===== config.mk =====
export PLATFORM = sky130hd
export DESIGN_NAME = round_sequencer_flat
export DESIGN_NICKNAME = d
export VERILOG_FILES = /design/src/rtl/game_pkg.sv /design/src/rtl/round_sequencer_if.sv /design/src/rtl/tick_counter.sv /design/src/rtl/round_sequencer.sv /design/src/flat_wrapper.sv
export SDC_FILE = /design/constraint.sdc
export NUM_CORES = 1
export LEC_CHECK = 0
export BUFFER_PORTS_ARGS = -buffer_cell sky130_fd_sc_hd__buf_2
export CAP_MARGIN = 20
export CELL_PAD_IN_SITES_DETAIL_PLACEMENT = 1
export CELL_PAD_IN_SITES_GLOBAL_PLACEMENT = 1
export CORE_MARGIN = 1
export CORE_UTILIZATION = 42
export DETAILED_ROUTE_END_ITERATION = 7
export HOLD_SLACK_MARGIN = 0.05
export PLACE_DENSITY = 0.83
export SLEW_MARGIN = 20
export SYNTH_ARGS = -nofsm -noshare
export SYNTH_HDL_FRONTEND = slang
export SYNTH_SLANG_ARGS = --single-unit

===== constraint.sdc =====
create_clock -name Clk -period 2.28 [get_ports Clk]
set_input_delay 0.456 -clock Clk [delete_from_list [all_inputs] [get_ports Clk]]
set_output_delay 0.456 -clock Clk [all_outputs]
set_load 0.02 [all_outputs]

===== src/rtl/game_pkg.sv =====
// Types, fail-cause codes and default widths shared by the round sequencer
// and the game controller.
package game_pkg;

    localparam int unsigned ADDR_W  = 5;
    localparam int unsigned DIGIT_W = 4;

    localparam logic FAIL_WRONG   = 1'b0;
    localparam logic FAIL_TIMEOUT = 1'b1;

    typedef enum logic [2:0] {
        IDLE,
        P_FETCH,
        P_SHOW,
        P_GAP,
        I_FETCH,
        I_WAIT,
        PASS,
        FAIL
    } seq_state_t;

    function automatic int unsigned max3(input int unsigned a,
                                         input int unsigned b,
                                         input int unsigned c);
        int unsigned m;
        m = (a > b) ? a : b;
        return (m > c) ? m : c;
    endfunction

endpackage


===== src/rtl/round_sequencer_if.sv =====
// Round sequencer bus: controller handshake, sequence RAM port, display and keypad.
interface round_sequencer_if #(
    parameter int unsigned ADDR_W  = game_pkg::ADDR_W,
    parameter int unsigned DIGIT_W = game_pkg::DIGIT_W
);
    logic               Start;
    logic [ADDR_W-1:0]  Level;
    logic [ADDR_W-1:0]  SeqAddr;
    logic [DIGIT_W-1:0] RAMOutput;
    logic               PlayerLoad;
    logic [DIGIT_W-1:0] PlayerNum;
    logic [DIGIT_W-1:0] DispDigit;
    logic               DispEn;
    logic               Busy;
    logic               InputPhase;
    logic               Pass;
    logic               Fail;
    logic               FailCause;

    modport master (
        output Start, Level, RAMOutput, PlayerLoad, PlayerNum,
        input  SeqAddr, DispDigit, DispEn, Busy, InputPhase, Pass, Fail, FailCause
    );

    modport slave (
        input  Start, Level, RAMOutput, PlayerLoad, PlayerNum,
        output SeqAddr, DispDigit, DispEn, Busy, InputPhase, Pass, Fail, FailCause
    );
endinterface


===== src/rtl/tick_counter.sv =====
// Loadable down-counter of timebase ticks; done_c_o flags the tick that
// completes the loaded interval.
module tick_counter #(
    parameter int unsigned CNT_W = 5
) (
    input  logic             clk_i,
    input  logic             rst_i,
    input  logic             tick_i,
    input  logic             load_i,
    input  logic [CNT_W-1:0] load_val_i,
    input  logic             clear_i,
    output logic             done_c_o
);

    logic [CNT_W-1:0] cnt_q, cnt_d;

    always_comb begin
        cnt_d = cnt_q;
        if (clear_i) begin
            cnt_d = '0;
        end else if (load_i) begin
            cnt_d = load_val_i;
        end else if (tick_i && (cnt_q != '0)) begin
            cnt_d = cnt_q - CNT_W'(1);
        end
    end

    assign done_c_o = tick_i && (cnt_q == CNT_W'(1));

    always_ff @(posedge clk_i) begin
        if (rst_i) begin
            cnt_q <= '0;
        end else begin
            cnt_q <= cnt_d;
        end
    end

endmodule


===== src/rtl/round_sequencer.sv =====
// One memory-game round: play the stored digits to the display, then collect
// and check the player's entries against the same RAM contents.
module round_sequencer #(
    parameter int unsigned ADDR_W    = game_pkg::ADDR_W,
    parameter int unsigned DIGIT_W   = game_pkg::DIGIT_W,
    parameter int unsigned ON_TICKS  = 4,
    parameter int unsigned OFF_TICKS = 2,
    parameter int unsigned TO_TICKS  = 16
) (
    input  logic                Clk,
    input  logic                Rst,
    input  logic                Tick,
    round_sequencer_if.slave    bus
);
    import game_pkg::*;

    localparam int unsigned CNT_W = $clog2(max3(ON_TICKS, OFF_TICKS, TO_TICKS) + 1);

    seq_state_t         state_q, state_d;
    logic [ADDR_W-1:0]  idx_q, idx_d;
    logic [ADDR_W-1:0]  lvl_q, lvl_d;
    logic [ADDR_W-1:0]  addr_q, addr_d;
    logic [DIGIT_W-1:0] exp_q, exp_d;
    logic [DIGIT_W-1:0] digit_q, digit_d;
    logic               fph_q, fph_d;
    logic               disp_en_q, disp_en_d;
    logic               busy_q, busy_d;
    logic               in_phase_q, in_phase_d;
    logic               pass_q, pass_d;
    logic               fail_q, fail_d;
    logic               cause_q, cause_d;

    logic               cnt_load_c, cnt_clear_c, done_c;
    logic [CNT_W-1:0]   cnt_val_c;

    // One counter serves the ON, OFF and timeout intervals in turn.
    tick_counter #(.CNT_W(CNT_W)) u_tick_counter (
        .clk_i      (Clk),
        .rst_i      (Rst),
        .tick_i     (Tick),
        .load_i     (cnt_load_c),
        .load_val_i (cnt_val_c),
        .clear_i    (cnt_clear_c),
        .done_c_o   (done_c)
    );

    always_comb begin
        state_d     = state_q;
        idx_d       = idx_q;
        lvl_d       = lvl_q;
        addr_d      = addr_q;
        exp_d       = exp_q;
        digit_d     = digit_q;
        fph_d       = fph_q;
        disp_en_d   = disp_en_q;
        busy_d      = busy_q;
        in_phase_d  = in_phase_q;
        pass_d      = 1'b0;
        fail_d      = 1'b0;
        cause_d     = cause_q;
        cnt_load_c  = 1'b0;
        cnt_clear_c = 1'b0;
        cnt_val_c   = CNT_W'(ON_TICKS);

        case (state_q)
            IDLE: begin
                if (bus.Start) begin
                    lvl_d   = bus.Level;
                    idx_d   = '0;
                    addr_d  = '0;
                    fph_d   = 1'b0;
                    busy_d  = 1'b1;
                    cause_d = FAIL_WRONG;
                    state_d = P_FETCH;
                end
            end
            // Fetch: the address is already out; data is captured on the 2nd cycle.
            P_FETCH, I_FETCH: begin
                fph_d = ~fph_q;
                if (fph_q) begin
                    exp_d      = bus.RAMOutput;
                    cnt_load_c = 1'b1;
                    if (state_q == P_FETCH) begin
                        digit_d   = bus.RAMOutput;
                        disp_en_d = 1'b1;
                        cnt_val_c = CNT_W'(ON_TICKS);
                        state_d   = P_SHOW;
                    end else begin
                        cnt_val_c = CNT_W'(TO_TICKS);
                        state_d   = I_WAIT;
                    end
                end
            end
            P_SHOW: begin
                if (done_c) begin
                    disp_en_d  = 1'b0;
                    cnt_load_c = 1'b1;
                    cnt_val_c  = CNT_W'(OFF_TICKS);
                    state_d    = P_GAP;
                end
            end
            P_GAP: begin
                if (done_c) begin
                    if (idx_q < lvl_q) begin
                        idx_d   = ADDR_W'(idx_q + 1'b1);
                        addr_d  = ADDR_W'(idx_q + 1'b1);
                        state_d = P_FETCH;
                    end else begin
                        idx_d       = '0;
                        addr_d      = '0;
                        in_phase_d  = 1'b1;
                        cnt_clear_c = 1'b1;
                        state_d     = I_FETCH;
                    end
                end
            end
            // A key press outranks a timeout completing in the same cycle.
            I_WAIT: begin
                if (bus.PlayerLoad) begin
                    if (bus.PlayerNum == exp_q) begin
                        if (idx_q == lvl_q) begin
                            pass_d  = 1'b1;
                            state_d = PASS;
                        end else begin
                            idx_d       = ADDR_W'(idx_q + 1'b1);
                            addr_d      = ADDR_W'(idx_q + 1'b1);
                            cnt_clear_c = 1'b1;
                            state_d     = I_FETCH;
                        end
                    end else begin
                        cause_d = FAIL_WRONG;
                        fail_d  = 1'b1;
                        state_d = FAIL;
                    end
                end else if (done_c) begin
                    cause_d = FAIL_TIMEOUT;
                    fail_d  = 1'b1;
                    state_d = FAIL;
                end
            end
            PASS, FAIL: begin
                busy_d     = 1'b0;
                in_phase_d = 1'b0;
                idx_d      = '0;
                state_d    = IDLE;
            end
            default: state_d = IDLE;
        endcase
    end

    always_ff @(posedge Clk) begin
        if (Rst) begin
            state_q    <= IDLE;
            idx_q      <= '0;
            lvl_q      <= '0;
            addr_q     <= '0;
            exp_q      <= '0;
            digit_q    <= '0;
            fph_q      <= 1'b0;
            disp_en_q  <= 1'b0;
            busy_q     <= 1'b0;
            in_phase_q <= 1'b0;
            pass_q     <= 1'b0;
            fail_q     <= 1'b0;
            cause_q    <= 1'b0;
        end else begin
            state_q    <= state_d;
            idx_q      <= idx_d;
            lvl_q      <= lvl_d;
            addr_q     <= addr_d;
            exp_q      <= exp_d;
            digit_q    <= digit_d;
            fph_q      <= fph_d;
            disp_en_q  <= disp_en_d;
            busy_q     <= busy_d;
            in_phase_q <= in_phase_d;
            pass_q     <= pass_d;
            fail_q     <= fail_d;
            cause_q    <= cause_d;
        end
    end

    assign bus.SeqAddr    = addr_q;
    assign bus.DispDigit  = digit_q;
    assign bus.DispEn     = disp_en_q;
    assign bus.Busy       = busy_q;
    assign bus.InputPhase = in_phase_q;
    assign bus.Pass       = pass_q;
    assign bus.Fail       = fail_q;
    assign bus.FailCause  = cause_q;

endmodule


===== src/flat_wrapper.sv =====
// flat-port wrapper written by rule: the top's interface ports become plain ports
module round_sequencer_flat import game_pkg::*;
#(
    parameter int unsigned ADDR_W    = game_pkg::ADDR_W,
    parameter int unsigned DIGIT_W   = game_pkg::DIGIT_W,
    parameter int unsigned ON_TICKS  = 4,
    parameter int unsigned OFF_TICKS = 2,
    parameter int unsigned TO_TICKS  = 16
)
  (Clk, Rst, Tick, bus_Start, bus_Level, bus_RAMOutput, bus_PlayerLoad, bus_PlayerNum, bus_SeqAddr, bus_DispDigit, bus_DispEn, bus_Busy, bus_InputPhase, bus_Pass, bus_Fail, bus_FailCause);
  round_sequencer_if #(.ADDR_W(ADDR_W), .DIGIT_W(DIGIT_W)) bus_i ();
  input  logic Clk;
  input  logic Rst;
  input  logic Tick;
  input wire logic [$bits(bus_i.Start)-1:0] bus_Start;
  input wire logic [$bits(bus_i.Level)-1:0] bus_Level;
  input wire logic [$bits(bus_i.RAMOutput)-1:0] bus_RAMOutput;
  input wire logic [$bits(bus_i.PlayerLoad)-1:0] bus_PlayerLoad;
  input wire logic [$bits(bus_i.PlayerNum)-1:0] bus_PlayerNum;
  output wire logic [$bits(bus_i.SeqAddr)-1:0] bus_SeqAddr;
  output wire logic [$bits(bus_i.DispDigit)-1:0] bus_DispDigit;
  output wire logic [$bits(bus_i.DispEn)-1:0] bus_DispEn;
  output wire logic [$bits(bus_i.Busy)-1:0] bus_Busy;
  output wire logic [$bits(bus_i.InputPhase)-1:0] bus_InputPhase;
  output wire logic [$bits(bus_i.Pass)-1:0] bus_Pass;
  output wire logic [$bits(bus_i.Fail)-1:0] bus_Fail;
  output wire logic [$bits(bus_i.FailCause)-1:0] bus_FailCause;
  assign bus_i.Start = bus_Start;
  assign bus_i.Level = bus_Level;
  assign bus_i.RAMOutput = bus_RAMOutput;
  assign bus_i.PlayerLoad = bus_PlayerLoad;
  assign bus_i.PlayerNum = bus_PlayerNum;
  assign bus_SeqAddr = bus_i.SeqAddr;
  assign bus_DispDigit = bus_i.DispDigit;
  assign bus_DispEn = bus_i.DispEn;
  assign bus_Busy = bus_i.Busy;
  assign bus_InputPhase = bus_i.InputPhase;
  assign bus_Pass = bus_i.Pass;
  assign bus_Fail = bus_i.Fail;
  assign bus_FailCause = bus_i.FailCause;
  round_sequencer #(.ADDR_W(ADDR_W), .DIGIT_W(DIGIT_W), .ON_TICKS(ON_TICKS), .OFF_TICKS(OFF_TICKS), .TO_TICKS(TO_TICKS)) u_core (.Clk(Clk), .Rst(Rst), .Tick(Tick), .bus(bus_i));
endmodule

## Yosys cells after proc, flatten, opt, wreduce, memory -nomap -nowiden

Cells that the tools add are included.

- Register bits after elaboration: 38
- Output and inout port bits: 15
- Logic and storage cells: 122

- Add/subtract/negate cells: 2
- $lt $le $gt $ge: 1
- Equality and inequality tests: 21
- Multiplexer cells: 52
- Bitwise operators: 4
- Reductions and logical operators: 28

Operators by type and width:

| operator | count |
|---|---|
| $mux W5 | 10 |
| $mux W3 | 9 |
| $mux W1 | 20 |
| $pmux W5 S4 | 1 |
| $pmux W3 S6 | 1 |
| $pmux W5 S3 | 1 |
| $pmux W1 S2 | 7 |
| $eq A3 B3 Y1 const B | 4 |
| $reduce_and A6 Y1 | 2 |
| $reduce_bool A2 Y1 | 6 |
| $ne A2 B1 Y1 const B | 5 |
| $pmux W5 S2 | 1 |
| $ne A2 B2 Y1 const B | 4 |
| $reduce_and A2 Y1 | 4 |
| $reduce_and A4 Y1 | 2 |
| $reduce_or A2 Y1 | 4 |
| $eq A3 B2 Y1 const B | 2 |
| $reduce_and A3 Y1 | 2 |
| $add A5 B1 Y5 const B | 1 |
| $eq A5 B1 Y1 const B | 1 |
| $eq A5 B5 Y1 | 1 |
| $lt A5 B5 Y1 | 1 |
| $reduce_and A5 Y1 | 1 |
| $reduce_bool A5 Y1 | 1 |
| 12 further kinds | 17 |

## Longest topological paths before layout

- Depth after elaboration: 6
- Mapped depth: 7

## Cells and area by module

Synthesis repeated with hierarchy kept, for this count alone.

- Cells, all modules: 243
- Area, all modules: 2084.5 um^2

Modules (own cells, without submodules):

| module | instances | cells an instance | area an instance (um^2) | seq. area each (um^2) |
|---|---|---|---|---|
| round_sequencer | 1 | 204 | 1745.4 | 660.6 |
| tick_counter | 1 | 39 | 339.1 | 100.1 |

## Least setup slack after synthesis

No wires, ideal clock.

- Path type: register to register
- From: register u_core.idx_q[0]
- To: register u_core.idx_q[0]
- Setup time: 58 ps
- Arrival: 1810 ps
- Required time: 2222 ps
- Setup slack: 412 ps
- Stages on the path, launching flop included: 8
- Path buffers: 0
- Period minus slack after synthesis: 1868 ps
- Cells stage by stage: dfxtp_1 inv_1 ha_1 and4_1 a211oi_1 a21oi_4 a21oi_1 mux2_4

- Word-level cells in the longest chain between the ends: 5

RTL lines:

| item | RTL line | source |
|---|---|---|
| start: declaration | round_sequencer.sv:20 | `logic [ADDR_W-1:0] idx_q, idx_d;` |
| start signal: assignment | round_sequencer.sv:168 | `idx_q <= idx_d;` |
| $add A5 B1 Y5 | round_sequencer.sv:105, round_sequencer.sv:125 |  |
| $mux W5 | round_sequencer.sv:121 | `if (idx_q == lvl_q) begin` |
| $mux W5 | round_sequencer.sv:120 | `if (bus.PlayerNum == exp_q) begin` |
| $mux W5 | round_sequencer.sv:119 | `if (bus.PlayerLoad) begin` |
| $pmux W5 S4 | round_sequencer.sv:65 | `case (state_q)` |

Parallel ways exist; a longest one is shown, timed or not. The select of a mux whose other input is x is not followed.
A chain may end at the register's enable or synchronous reset.

## Final worst setup path

Ends and elaborated chain as after synthesis.

==> results.py <==
metrics = {
    "timing": {
        "slew_headroom": 0.601,
        "worst_pin_slew_ns": 0.593,
        "rsz0062_at_grt": "false",
        "finalHoldViolations": 0,
        "setup_viol": 0,
        "final_max_slew_viol_count": 0,
        "setup_ws_ns": 0.135,
        "finalCritPeriodShare": 0.941,
        "skew_ns": 0.00387,
        "fin_setup_tns_ns": 0,
        "max_freq_mhz": 466,
        "fin_crit_ns": 2.14,
    },
    "setup_path": {
        "endpoint_kind": "flop",
        "worstPathMaxFanout": 10,
        "slowest_delay_ns": 0.46,
        "r2r_slack_ns": 0.14,
        "timing.rr.start": "u_core.idx_q[0]",
        "r2r_end": "u_core.idx_q[0]",
        "critPathKind": "flop to flop",
        "startpoint_type": "flop",
        "cp.required_ns": 2.52,
        "critPathSlowestCell": "a211oi_1",
        "cp.arrival_ns": 2.39,
        "reg2reg_depth": 7,
        "crit_chain": "inv_1 > ha_1 > and4_1 > a211oi_1 > a21oi_4 > a21oi_1 > mux2_4",
    },
    "global_route": {
        "grt_pass1_wl_mm": 9.43,
        "antenna_found_initial": 0,
        "grt_max_degree": 21,
        "grt_overflow": 0,
        "grt_util_all_layers": 0.236,
        "grt_pass1_vias": 1986,
    },
    "synth": {
        "ys_seq_area_frac": 0.363,
        "ys_ff_latch": 38,
        "ys_types": 59,
        "synthCells": 241,
        "synth_edf_count": 0,
        "dominantRegCellSynth": "dfxtp_1",
        "synth.avg_cell_area_um2": 8.70,
        "synth_warnings": 0,
        "synth_nets": 268,
        "synthArstFlopShare": 0,
        "synth_area_um2": 2100,
    },
    "placement": {
        "portBuffers": 32,
        "dp_hpwl_mm": 4.28,
        "placed_area_um2": 2340,
        "pre_cts_slack_ns": 0.193,
        "gp_congestion": 0.825,
    },
    "flow_run": {
        "max-cap-violations": 0,
    },
    "pwr": {
        "ir_worst_vdd_mv": 0.578,
        "powerDensity_nw_per_um2": 946,
        "leakage_nw": 0.987,
    },
    "hold_path": {
        "whs_endpoint": "u_core.lvl_q[0]",
        "min_from": "bus_Level[0]",
        "holdPathStages": 3,
        "hold_path_class": "input port to flop",
    },
    "cts": {
        "post-cts-setup-buffer-count": 0,
        "htree_num_levels": 2,
        "root_buffer": "clkbuf_8",
        "path_clk_slew_ns": 0.07,
        "cts_resized": 0,
        "cts-buffers-inserted": 5,
        "clk_latency_ns": 0.29,
        "cts_tree": "built",
        "cts_sinks": 38,
        "cts.path.max_buffers": 2,
        "cts_hold_buffers": 0,
    },
    "die": {
        "io_pins": 33,
        "core_um2": 4750,
        "die_h_um": 72.7,
        "rows": 25,
        "die-area_um2": 5280,
        "initial_core_util": 0.441,
        "die_w_um": 72.7,
    },
    "finish": {
        "layout-drive-gt1-share": 0.206,
        "antenna_cells": 0,
        "fin_area_um2": 2420,
        "syn2layout_area_growth_pct": 15.5,
        "layout_commonest_cell": "dfxtp_1",
        "fin_util": 0.509,
        "final_cell_mix": "38 x dfxtp_1, 32 x buf_2, 24 x nor2_1, 22 x nand2_1, 17 x a21oi_1",
        "fin_nets": 305,
    },
    "outcome": {
        "outcome": "finished clean",
    },
    "route": {
        "drc": 0,
        "first_iter_violations": 90,
        "dr.pass1.iters": 4,
        "avgViaCountPerCell": 5.70,
        "routed_wl_mm": 5.56,
        "drt-wirelength-per-cell_um": 16.2,
        "ant_nets": 0,
        "vias": 1960,
    },
}
-- Yosys cell counts (3+ instances only) --
library cell,n,area share
dfxtp_1,38,0.36
nor2_1,24,0.043
nand2_1,22,0.039
a21oi_1,17,0.041
nand3_1,13,0.031
inv_1,12,0.021
ha_1,9,0.054
mux2i_1,8,0.038
nand2b_1,6,0.018
nor3_1,5,0.012
xnor2_1,5,0.021
xor2_1,5,0.021
clkbuf_1,4,0.0072
nor4_1,4,0.012
o21ai_0,4,0.0095
a31oi_1,3,0.0090
and3_1,3,0.0090
nor2b_1,3,0.0090
o31ai_1,3,0.011
-- critical path, delay by kind of cell (launching register included) --
kind	cells	cell delay (ns)
compound gates	3	0.89
fa+ha+maj	1	0.28
mux	1	0.19
flops	1	0.45
buf+inv	1	0.08
simple gates	1	0.21
-- state kept, by name, indices dropped and copies added (netlist names) --
signal	cells
u_core.bus.SeqAddr	5
u_core.idx_q	5
u_core.lvl_q	5
u_core.u_tick_counter.cnt_q	5
u_core.bus.DispDigit	4
u_core.exp_q	4
u_core.state_q	3
u_core.bus.Busy	1
u_core.bus.DispEn	1
u_core.bus.Fail	1
u_core.bus.FailCause	1
u_core.bus.InputPhase	1
u_core.bus.Pass	1
u_core.fph_q	1
-- metal layers --
metal | part of all wire | wire [um] | vias to the layer above | track usage
met5 | 0 | 0 | - | 0
met4 | 0.017 | 97 | 0 | 0.102
met3 | 0.068 | 380 | 10 | 0.0552
met2 | 0.46 | 2550 | 55 | 0.376
met1 | 0.46 | 2530 | 944 | 0.306
li1 | - | - | 951 | -
-- kinds of logic after synthesis --
family	after synthesis	share of synthesized area
DFF	38	0.363
adders and majority gates	9	0.0537
xor gates and xnor gates	10	0.0418
AOI/OAI and AO/OA	59	0.209
and+or+nand+nor	95	0.233
buffers and inverters	20	0.0441
muxes	10	0.0561
-- worst max path at each step --
stage | slack [ns] | cells after the start | startpoint | end
2_1_floorplan | 0.41 | 7 | u_core.idx_q[0] | u_core.idx_q[0]
3_3_place_gp | 0.27 | 7 | u_core.idx_q[0] | u_core.idx_q[0]
3_5_place_dp | 0.19 | 7 | u_core.idx_q[0] | u_core.idx_q[1]
4_1_cts | 0.16 | 7 | u_core.idx_q[0] | u_core.idx_q[0]
5_1_grt | 0.03 | 5 | u_core.state_q[2] | u_core.idx_q[0]
6_report | 0.14 | 7 | u_core.idx_q[0] | u_core.idx_q[0]
-- stage by stage --
step                hold WS, ns  instances  power [mW]
floorplan                 0.436        241        1.60
global placement          0.449        338        1.79
detailed placement        0.450        338        1.83
CTS                       0.396        344        2.30
global route              0.418        344        2.45
finish                    0.398        344        2.29
-- power by group --
part,internal [mW],total [mW],switching (mW)
combinational,0.393,0.978,0.584
sequential,0.754,0.854,0.0994
clock,0.233,0.459,0.226
total,1.38,2.29,0.910
-- final cells by class --
type,instances,area [um2]
fillers,611,2330
multi-input cells,183,1240
flip-flops and latches,38,761
repair buffers,38,205
well taps,67,83.8
clock buffers,6,82.6
inverters,12,45.0
Note: power is estimated with default switching activity, not from simulation.
